## src/rtl/noise_removal_ctrl.sv

```systemverilog
// noise_removal_ctrl: learns a per-lane background noise estimate by averaging periods, then subtracts it from a handshaked stream
// Ports: i_clk/i_rst clock and async active-high reset; i_start restarts learning;
// i_in_valid/o_in_ready/i_period_data input beat (16 x s8); o_out_valid/i_out_ready/o_data_no_noise output beat (16 x s8);
// o_bg_noise 16 x s16 estimate, o_noise_valid estimate complete, o_learning high in LEARN.
module noise_removal_ctrl #(
  parameter int AVG_LOG2 = 4
) (
  input  logic         i_clk,
  input  logic         i_rst,
  input  logic         i_start,
  input  logic         i_in_valid,
  output logic         o_in_ready,
  input  logic [127:0] i_period_data,
  output logic         o_out_valid,
  input  logic         i_out_ready,
  output logic [127:0] o_data_no_noise,
  output logic [255:0] o_bg_noise,
  output logic         o_noise_valid,
  output logic         o_learning
);
  typedef enum logic [1:0] {S_IDLE, S_LEARN, S_RUN} state_t;
  localparam logic [8:0] LAST = 9'((1 << AVG_LOG2) - 1);
  state_t       r_state;
  logic [255:0] r_acc, r_bg, w_acc_next, w_bg_next;
  logic [127:0] r_data, w_diff;
  logic [8:0]   r_cnt;
  logic         r_out_valid, r_noise_valid, r_learning;
  logic         w_in_ready, w_accept, w_run_accept;
  // Start always blocks the input beat; RUN stalls only while a held output is not being taken
  assign w_in_ready = !i_start && (r_state == S_LEARN || (r_state == S_RUN && (!r_out_valid || i_out_ready)));
  assign w_accept = i_in_valid && w_in_ready;
  assign w_run_accept = w_accept && r_state == S_RUN;
  for (genvar g = 0; g < 16; g++) begin : g_lane
    logic signed [15:0] w_lane, w_sum, w_dif;
    assign w_lane = {{8{i_period_data[8*g+7]}}, i_period_data[8*g +: 8]};
    assign w_sum = $signed(r_acc[16*g +: 16]) + w_lane;
    assign w_acc_next[16*g +: 16] = w_sum;
    assign w_bg_next[16*g +: 16] = w_sum >>> AVG_LOG2;
    assign w_dif = w_lane - $signed(r_bg[16*g +: 16]);
    assign w_diff[8*g +: 8] = w_dif[7:0];
  end
  always_ff @(posedge i_clk or posedge i_rst) begin
    if (i_rst) begin
      r_state       <= S_IDLE;
      r_acc         <= '0;
      r_bg          <= '0;
      r_data        <= '0;
      r_cnt         <= '0;
      r_out_valid   <= 1'b0;
      r_noise_valid <= 1'b0;
      r_learning    <= 1'b0;
    end else begin
      // a pending output survives a restart and drains on i_out_ready
      r_out_valid <= w_run_accept ? 1'b1 : (i_out_ready ? 1'b0 : r_out_valid);
      if (w_run_accept) r_data <= w_diff;
      if (i_start) begin
        r_state       <= S_LEARN;
        r_acc         <= '0;
        r_cnt         <= '0;
        r_noise_valid <= 1'b0;
        r_learning    <= 1'b1;
      end else if (r_state == S_LEARN && w_accept) begin
        if (r_cnt == LAST) begin
          r_bg          <= w_bg_next;
          r_noise_valid <= 1'b1;
          r_learning    <= 1'b0;
          r_state       <= S_RUN;
        end else begin
          r_acc <= w_acc_next;
          r_cnt <= r_cnt + 9'd1;
        end
      end
    end
  end
  assign o_in_ready      = w_in_ready;
  assign o_out_valid     = r_out_valid;
  assign o_data_no_noise = r_data;
  assign o_bg_noise      = r_bg;
  assign o_noise_valid   = r_noise_valid;
  assign o_learning      = r_learning;
endmodule

```

## config.mk

```make
export PLATFORM = sky130hd
export DESIGN_NAME = noise_removal_ctrl
export DESIGN_NICKNAME = d
export VERILOG_FILES = /design/src/rtl/noise_removal_ctrl.sv
export SDC_FILE = /design/constraint.sdc
export NUM_CORES = 2
export LEC_CHECK = 0
export BUFFER_PORTS_ARGS = -buffer_cell sky130_fd_sc_hd__buf_2
export CAP_MARGIN = 15
export CORE_ASPECT_RATIO = 1.75
export CORE_MARGIN = 8
export CORE_UTILIZATION = 45
export DETAILED_ROUTE_END_ITERATION = 16
export GPL_ROUTABILITY_DRIVEN = 0
export MAX_ROUTING_LAYER = met4
export PLACE_DENSITY_LB_ADDON = 0.2
export SLEW_MARGIN = 5
export SYNTH_ARGS = -nofsm -noshare
export SYNTH_HDL_FRONTEND = slang
export SYNTH_SLANG_ARGS = --single-unit
```

## constraint.sdc

```tcl
create_clock -name i_clk -period 51.1 [get_ports i_clk]
set_clock_uncertainty 0.2 [all_clocks]
set_input_delay 12.775 -clock i_clk [delete_from_list [all_inputs] [get_ports i_clk]]
set_output_delay 12.775 -clock i_clk [all_outputs]
set_load 0.01 [all_outputs]
```

Word level (Yosys, flattened, before mapping) --
Index checks and enable logic that the tools add are counted.
Storage, ports and cells: word-level logic and storage cells 78, register bits after elaboration 650, input port bits 133
Cells by class: add/sub/neg operators 33, bitwise operators 1, reductions and logical operators 15, equality and inequality tests 4, multiplexer cells 17
Operator list (count):
- $mux 256 | 3
- $add 16x8->16 | 16
- $sub 8x8->8 | 16
- $mux 9 | 3
- $add 9x1->9 const B | 1
- $eq 9x4->1 const B | 1
- $mux 1 | 8
- $mux 2 | 3
- $reduce_bool 2->1 | 3
- $logic_and 1x1->1 | 5
- $reduce_and 2->1 | 2
- $reduce_and 3->1 | 1
- $eq 2x1->1 const B | 1
- $eq 2x2->1 const B | 1
- $logic_not 1->1 | 2
- $logic_or 1x1->1 | 2
- $ne 2x2->1 const B | 1
- $not 1->1 | 1

Longest topological paths before layout --
depth in word-level cells 9, mapped depth 12, gate-level depth less buffers 12

Worst setup path after synthesis --
OpenSTA, ideal clock, no wires.
kind input-to-output, start input port i_out_ready, end output port o_in_ready, stages 3, buffers on the path 0, data required time 38.125 ns, slack 24.997 ns, arrival time 13.128 ns, path through nand2b_1 a21oi_1 nor2_1
Between the ends: cells in the longest elaborated chain, start to end 4
Ends and longest elaborated chain:
- start, declared | line 15 | input logic i_out_ready,
- $logic_or 1x1->1 | line 30 | assign w_in_ready = !i_start && (r_state == S_LEARN || (r_state == S_RUN && (!r_out_valid || i_out_ready)));
- $logic_and 1x1->1 | line 30
- $logic_or 1x1->1 | line 30
- $logic_and 1x1->1 | line 30
- end, declared | line 12 | output logic o_in_ready,
No other way between the ends.

Final worst setup path --
Same ends and word-level chain as after synthesis.

==> results.toml <==
[outcome]
outcome = "complete, no violations"

[synth]
synthAdderAreaFrac_pct = 13.74
synth_xor_area_share_pct = 7.995
synth_top_area_cell = "dfrtp_1"
synth-edff-count = 0
ys_types = 72
synth_top_family_by_area = "compound AO/OA/AOI/OAI gates"
syn_area_um2 = 36810
synth-compound-area-share_pct = 18.41
synth.area.mux_share_pct = 0.1972
ys.warnings.count = 0
synth_ff_type = "dfrtp_1"
synthSimpleGateAreaFrac_pct = 14.17
synth_top_area_share_pct = 39.98
ys_seq_elements = 588
yosysSeqAreaShare_pct = 39.98
netlist_top_cells_area = "dfrtp_1 40%, ha_1 12%, o21ai_1 5.9%"
syn_inst = 4064
synth_area_per_cell_um2 = 9.057
syn-num-nets = 4582
synthArstFlopShare_pct = 100.0

[global_routing]
gr-total-overflow = 0
grt_use_total_pct = 22.64
antenna_found_initial = 5
grt_pass1_vias = 30090
grt_pass1_wl_um = 163800
grt_max_degree = 187

[setup_path]
worstPathCellList = "buf_2, nand2b_1, a21oi_1, nor2_1, buf_2"
crit_path_start_kind = "input port"
critPathBufInv = 2
path_depth = 5
cp_common_cell = "buf_2"
r2r_start = "r_cnt[0]$_DFFE_PP0P_"
critPathMaxStageDelay_ns = 0.23
r2r_cells = 9
setup.worst_path.end = "o_in_ready"
cp_slowest_cell = "nor2_1"
crit_path_end_kind = "output port"
timing.rr.end = "r_acc[2]$_DFFE_PP0P_"
cp.arrival_ns = 13.44
setup.worst_path.start = "i_out_ready"
rrSetupSlack_ns = 46.89
required_ns = 38.12
crit_family = "simple AND/OR/NAND/NOR gates"
crit_type = "in -> out"
worstPathMaxFanout = 2

[floorplanning]
initial_core_util_pct = 45.12
die_area_um2 = 91560
fp-row-count = 139
die_x_um = 232.2
die_h_um = 394.3
io_pins = 521
coreArea_um2 = 81570

[drt]
totalWireLength_um = 102300
vias = 29640
vias_per_cell = 5.341
drcViolationCount = 0
firstDrtPassIters = 5
wire_per_inst_um = 18.43
drtIter0Drc = 1410
ant_nets = 0

[clock_network]
cts_made_buffers = 58
cts_tree = "built"
clockBufferDepth = 3
root_buffer = "clkbuf_16"
cts_resized = 0
path_clk_slew_ns = 0.06
holdBufCountCts = 0
cts.sinks = 588
htreeDepth = 2
post_cts_buffers = 0
clk_latency_ns = 0.63

[layout]
fill_cells = 7789
area_delta_synth_final_pct = 13.63
mostFrequentLayoutCells = "588 x dfrtp_1, 519 x buf_2, 462 x nand2_1, 435 x o21ai_1, 353 x ha_1"
drive_above_1_share_pct = 15.24
fin_nets = 4957
final_common_cell = "dfrtp_1"
finalInstanceArea_um2 = 41820
fin_util_pct = 51.28
final_cells = 5550

[flow_run]
max_cap_viol_count = 0

[sta]
tns_ns = 0
min_period_ns = 26.42
period_share_pct = 51.70
worst_slack_ns = 24.68
rsz0062_at_grt = "false"
max_slew_margin_pct = 30.39
timing.fmax_mhz = 37.86
setup_violations = 0
drv_slew = 0
tightest_slew_ns = 1.044
finalHoldViolations = 0

[power]
p_leak_uw = 0.02095
ir_drop_uv = 29.06
p_per_area_nw_per_um2 = 34.02

[worst_hold_path]
holdCritPathClass = "reg -> reg"

[placed_design]
port_buffers = 520
post_dp_cell_area_um2 = 39750
post-dp-hpwl_um = 74630
dpl.cell_count = 5436
pre_cts_slack_ns = 24.68
-- worst min path at each step --
| stage | startpoint | end | slack [ns] | depth (start not counted) |
|---|---|---|---|---|
| 2_1_floorplan | r_acc[208]$_DFFE_PP0P_ | r_acc[208]$_DFFE_PP0P_ | 0.27 | 2 |
| 3_3_place_gp | o_data_no_noise[122]$_DFFE_PP0P_ | o_data_no_noise[122]$_DFFE_PP0P_ | 0.26 | 2 |
| 3_5_place_dp | o_data_no_noise[99]$_DFFE_PP0P_ | o_data_no_noise[99]$_DFFE_PP0P_ | 0.26 | 2 |
| 4_1_cts | o_data_no_noise[99]$_DFFE_PP0P_ | o_data_no_noise[99]$_DFFE_PP0P_ | 0.28 | 2 |
| 5_1_grt | o_data_no_noise[3]$_DFFE_PP0P_ | o_data_no_noise[3]$_DFFE_PP0P_ | 0.29 | 2 |
| 6_report | o_data_no_noise[99]$_DFFE_PP0P_ | o_data_no_noise[99]$_DFFE_PP0P_ | 0.27 | 2 |
-- routing by layer --
metal | routed length [um] | vias to the layer above | track usage [%]
li1 | - | 14760 | -
met1 | 42880 | 14180 | 26.44
met2 | 51160 | 549 | 39.21
met3 | 5248 | 150 | 4.219
met4 | 2985 | 0 | 6.501
met5 | 0 | - | -
-- logic make-up after synthesis --
logic type | Yosys count
compound gates | 1178
xor+xnor | 336
fa+ha+maj | 385
buf+inv | 445
flops | 588
mux | 7
simple gates | 1125
-- area by class of cell --
type                    instances  area [um2]  share of cell area [%]
clock buffers                  83        1769                   4.230
well taps                    1057        1323                   3.162
multi-input cells            3031       20100                   48.07
clock inverters                25       285.3                  0.6821
diodes                          6       15.01                 0.03590
flip-flops and latches        588       14710                   35.18
repair buffers                542        2783                   6.653
inverters                     218       830.8                   1.986
-- worst reg2reg max path, cell delays in order, from the launching register on --
cell	delay, ns
dfrtp_1	0.39
ha_1	0.20
nand3_1	0.15
or4_1	0.59
nand2_4	0.67
buf_12	0.61
buf_4	0.84
nor3_1	0.19
a21oi_1	0.15
nor2_1	0.06
-- cells in the mapped netlist, drive strengths merged, types with 16 or more instances --
master,number
a211oi,16
a21o,141
a21oi,229
a31oi,19
and3,18
buf,129
clkbuf,98
dfrtp,588
fa,32
ha,353
inv,218
nand2,464
nand2b,65
nand3,247
nor2,154
nor2b,84
nor3,40
o21a,35
o21ai,641
o21bai,25
xnor2,200
xor2,136
-- registers in the layout, summed over array words and instances, names as in the netlist --
register,cells
o_data_no_noise,128
r_acc,256
o_out_valid,1
r_cnt,9
o_noise_valid,1
o_bg_noise,192
r_state,1
-- power breakdown --
part           total, uW  internal (uW)  switching, uW
Combinational        424            173            251
Sequential           531            506           24.9
Clock                468            270            198
Total               1420            949            473
-- metrics by stage --
step                total power, uW  hold slack (ns)
detailed placement            964.1           0.2645
floorplan                     864.7           0.2708
CTS                            1441           0.2785
finish                         1423           0.2710
global route                   1511           0.2944
global placement              957.0           0.2561
Note: power is estimated with default switching activity, not from simulation.
